$ cat config.mk
export PLATFORM = sky130hd
export DESIGN_NAME = pulse_sequencer
export DESIGN_NICKNAME = d
export VERILOG_FILES = /design/src/rtl/pulse_sequencer.sv
export SDC_FILE = /design/constraint.sdc
export NUM_CORES = 1
export LEC_CHECK = 0
export CORE_MARGIN = 2
export CORE_UTILIZATION = 45
export CTS_BUF_LIST = sky130_fd_sc_hd__clkbuf_16
export DETAILED_ROUTE_END_ITERATION = 10
export DONT_BUFFER_PORTS = 1
export GPL_ROUTABILITY_DRIVEN = 0
export GPL_TIMING_DRIVEN = 0
export PLACE_DENSITY = 0.58
export SKIP_CTS_REPAIR_TIMING = 1
export SLEW_MARGIN = 5
export SYNTH_ARGS = -nofsm -noshare
export SYNTH_HDL_FRONTEND = slang
export SYNTH_SLANG_ARGS = --single-unit
$ cat constraint.sdc
create_clock -name Clk -period 4.2 [get_ports Clk]
set_clock_uncertainty 0.15 [all_clocks]
set_input_delay 0.42 -clock Clk [delete_from_list [all_inputs] [get_ports Clk]]
set_output_delay 0.42 -clock Clk [all_outputs]
set_load 0.02 [all_outputs]
$ cat src/rtl/pulse_sequencer.sv
// Slt/En pulse-stream generator for the dual-channel event counter.
// Optional `define PSEQ_ABORT_EN adds an Abort input that ends a command early.
module pulse_sequencer #(
    parameter int CNT_W = 16,
    parameter int DIV1  = 4,
    parameter int GAP   = 1
) (
    input  logic             Clk,
    input  logic             Reset,
    input  logic             Start,
    input  logic             Chan,
    input  logic [CNT_W-1:0] Count,
`ifdef PSEQ_ABORT_EN
    input  logic             Abort,
`endif
    output logic             Slt,
    output logic             En,
    output logic             Busy,
    output logic             Done,
    output logic [CNT_W-1:0] Sent
);

    localparam int RW = CNT_W + 3;

    localparam logic [1:0] S_IDLE  = 2'd0;
    localparam logic [1:0] S_PULSE = 2'd1;
    localparam logic [1:0] S_GAP   = 2'd2;
    localparam logic [1:0] S_DONE  = 2'd3;

    localparam logic [RW-1:0]    DIV1_W   = RW'(DIV1);
    localparam logic [RW-1:0]    REM_ONE  = RW'(1);
    localparam logic [CNT_W-1:0] SENT_ONE = CNT_W'(1);
    localparam logic [2:0]       SUB_LAST = 3'(DIV1 - 1);
    localparam logic [3:0]       GAP_LD   = 4'((GAP == 0) ? 0 : GAP - 1);

    logic [1:0]    state;
    logic          chan_q;
    logic [RW-1:0] remaining;
    logic [3:0]    gapcnt;
    logic [2:0]    subcnt;
    logic          abort_req;
    logic [RW-1:0] total;

`ifdef PSEQ_ABORT_EN
    assign abort_req = Abort;
`else
    assign abort_req = 1'b0;
`endif

    assign total = Chan ? ({3'b000, Count} * DIV1_W) : {3'b000, Count};

    // Outputs are pure decodes of state registers, so they change only on Clk edges.
    assign En   = (state == S_PULSE);
    assign Busy = (state != S_IDLE);
    assign Done = (state == S_DONE);
    assign Slt  = (state != S_IDLE) ? chan_q : 1'b0;

    always_ff @(posedge Clk) begin
        if (Reset) begin
            state     <= S_IDLE;
            chan_q    <= 1'b0;
            remaining <= '0;
            gapcnt    <= '0;
            subcnt    <= '0;
            Sent      <= '0;
        end else begin
            case (state)
                S_IDLE: begin
                    if (Start) begin
                        chan_q    <= Chan;
                        Sent      <= '0;
                        subcnt    <= '0;
                        remaining <= total;
                        state     <= (Count != '0) ? S_PULSE : S_DONE;
                    end
                end
                S_PULSE: begin
                    remaining <= remaining - REM_ONE;
                    if (!chan_q) begin
                        Sent <= Sent + SENT_ONE;
                    end else if (subcnt == SUB_LAST) begin
                        subcnt <= '0;
                        Sent   <= Sent + SENT_ONE;
                    end else begin
                        subcnt <= subcnt + 3'd1;
                    end
                    // The pulse in this cycle is already on En, so an abort still credits it.
                    if (remaining == REM_ONE || abort_req) begin
                        state <= S_DONE;
                    end else if (GAP != 0) begin
                        state  <= S_GAP;
                        gapcnt <= GAP_LD;
                    end
                end
                S_GAP: begin
                    if (abort_req) begin
                        state <= S_DONE;
                    end else if (gapcnt == '0) begin
                        state <= S_PULSE;
                    end else begin
                        gapcnt <= gapcnt - 4'd1;
                    end
                end
                S_DONE: begin
                    state <= S_IDLE;
                end
                default: begin
                    state <= S_IDLE;
                end
            endcase
        end
    end

endmodule

==> flow_summary.ini <==
[power]
leakagePower_nw = 1.07
intPower_mw = 0.948
switchingPower_mw = 0.581
p_comb_share_pct = 36.1
irDropWorstVdd_v = 0.000226
p_sw_share_pct = 38.0
p_per_area_nw_per_um2 = 485
clkPwrFrac_pct = 29.2
seqPwrFrac_pct = 34.7

[min_path]
min_path_type = primary input to register

[timing]
finalCriticalPeriod_ps = 2670
maxSlewViolCount = 0
fin_setup_tns_ps = 0
worst_pin_slew_ps = 943
finalHoldViolations = 0
fin_crit_sh_pct = 63.6
max_slew_margin_pct = 36.5
clock.fmax_mhz = 374
setup_viol = 0
rsz0062_at_grt = false

[cts]
cts.sinks = 45
cts_buffers = 5
h-tree-depth = 2
cts_tree = yes
cts.clk_slew.worst_paths_ps = 70
insertion_delay_ps = 290
cts.path.max_buffers = 2
cts-root-buf = clkbuf_16

[yosys]
avgSynthCellArea_sq_um = 8.39
ys_async_sr_fraction_pct = 0
synth_cell_types = 60
synth_warnings = 0
ys.flop_type = dfxtp_1
yosysSeqAreaShare_pct = 31.1
netlist_instances = 345
synth_top_area_share_pct = 31.1
synth_area_leader_cell = dfxtp_1
synth_seq_cells = 45
synth_area_leaders = dfxtp_1 (31%), a21oi_1 (5.5%), mux2i_1 (4.5%)
syn-num-nets = 375
synth_edf_count = 0
synth.cell_area_sq_um = 2900

[worst_setup_path]
start_kind = register
crit_end = Sent[15]
rr_worst_depth = 7
r2r_slack_ps = 1530
worst_setup_path_end_kind = register
slowest_stage = nor4_1
reg2reg_to = Sent[15]
crit_arrival_ps = 2740
critPathMaxStageDelay_ps = 520
worstReg2RegStart = state[1]
crit_start = state[1]
worstSetupPathType = register to register
worstPathMaxFanout = 10
crit_path_cell_trace = inv_1 -> ha_1 -> mux2_2 -> o31ai_1 -> clkbuf_1 -> nor4_1 -> mux2i_1
crit_required_ps = 4270

[status]
status = finished clean

[layout]
final_common_cell = dfxtp_1
n_antenna_cell = 0
area_growth_pct = 8.95
drive_gt1_share_pct = 9.63
final_cell_mix = dfxtp_1 (45), a21oi_1 (32), o21ai_0 (20)
nets = 382
stdcell_count = 430

[route]
wl_um = 8170
vias = 2724
avgViaCountPerCell = 6.33
dr.pass1.iters = 4
drt_iter0_markers = 118
wl_per_cell_um = 19.0
route.detailed.drc = 0
detail-route-antenna-nets = 0

[floorplanning]
placementRows = 29
ios = 40
die_height_um = 84.2
fp.dieW_um = 84.2
core_area_sq_um = 6280
dieArea_sq_um = 7090
start_util_pct = 46.1

[global_routing]
grt_pass1_wl_um = 13400
grt_antenna_before_repair = 0
grt_usage_pct = 23.5
grt_pass1_vias = 2580
grt_max_degree = 14
grt_overflow = 0

[run]
cap_violations = 0

[place]
dp_cells = 422
dp_hpwl_um = 5850
port_buffers = 0
-- power by group through the flow --
stage	clock (mW)	combinational, mW	sequential, mW
finish	0.447	0.552	0.530
global route	0.474	0.603	0.536
detailed placement	0	0.544	0.536
CTS	0.451	0.548	0.527
global placement	0	0.544	0.536
floorplan	0	0.419	0.523
-- metal layers --
layer / wire [um] / GRT usage (%)
met1: 3870 / 31.6
met2: 3830 / 39.2
met3: 392 / 4.03
met4: 79 / 5.87
met5: 0 / 0
-- how the worst min path moves through the flow --
| stage | startpoint | to | cells after the start |
|---|---|---|---|
| 4_1_cts | Start | chan_q | 2 |
| 6_report | Start | chan_q | 2 |
| 3_3_place_gp | subcnt[1] | subcnt[1] | 2 |
| 5_1_grt | Start | chan_q | 2 |
| 2_1_floorplan | subcnt[0] | subcnt[0] | 1 |
| 3_5_place_dp | subcnt[1] | subcnt[1] | 2 |
-- kinds of logic after synthesis --
logic type	count (synthesis)	synth area share, %
mux	18	6.44
fa+ha+maj	10	4.32
buf+inv	35	6.31
compound gates	107	24.2
simple gates	130	27.6
flops	45	31.1
-- synth_stat cells (4+ instances only) --
library cell,number
dfxtp_1,45
inv_1,15
nor3_1,8
nand2b_1,8
ha_1,10
or4_1,10
or3_1,15
nand4_1,10
a21oi_1,32
nor2_1,18
mux2_2,5
clkbuf_8,4
o31ai_1,10
nand3_1,10
a31oi_1,7
mux2i_1,13
nand2_1,19
o21ai_0,20
clkbuf_1,10
a211oi_1,5
nor4_1,4
o32ai_1,6
-- worst max-delay path: cells and delay by family (launching register included) --
kind	cells	cell delay (ps)
compound gates	1	160
fa+ha+maj	1	470
buf+inv	2	350
flops	1	340
mux	2	630
simple gates	1	520
-- per-stage QoR --
step / utilization, % / area (sq um) / total power, mW / hold WS [ps] / setup WS (ps)
2_1_floorplan: - / 2900 / 0.942 / 291 / 2070
3_3_place_gp: 47.7 / 2990 / 1.08 / 309 / 1510
5_1_grt: 50.2 / 3150 / 1.61 / 175 / 1300
3_5_place_dp: 47.7 / 2990 / 1.08 / 317 / 1540
4_1_cts: 50.2 / 3150 / 1.53 / 150 / 1500
6_report: 50.2 / 3150 / 1.53 / 150 / 1530
-- state kept, by name, summed over array words and instances, names as in the netlist --
register / cells
Sent: 16
chan_q: 1
gapcnt: 4
remaining: 19
state: 2
subcnt: 3
-- cell type report --
class / count / area, sq um
plain buffers: 19 / 123
clock buffers: 5 / 125
clock inverters: 3 / 37.5
fillers: 617 / 3120
inverters: 16 / 60.1
multi-input cells: 265 / 1810
flip-flops and latches: 45 / 901
well taps: 77 / 96.3
(Power assumes the default switching activity.)
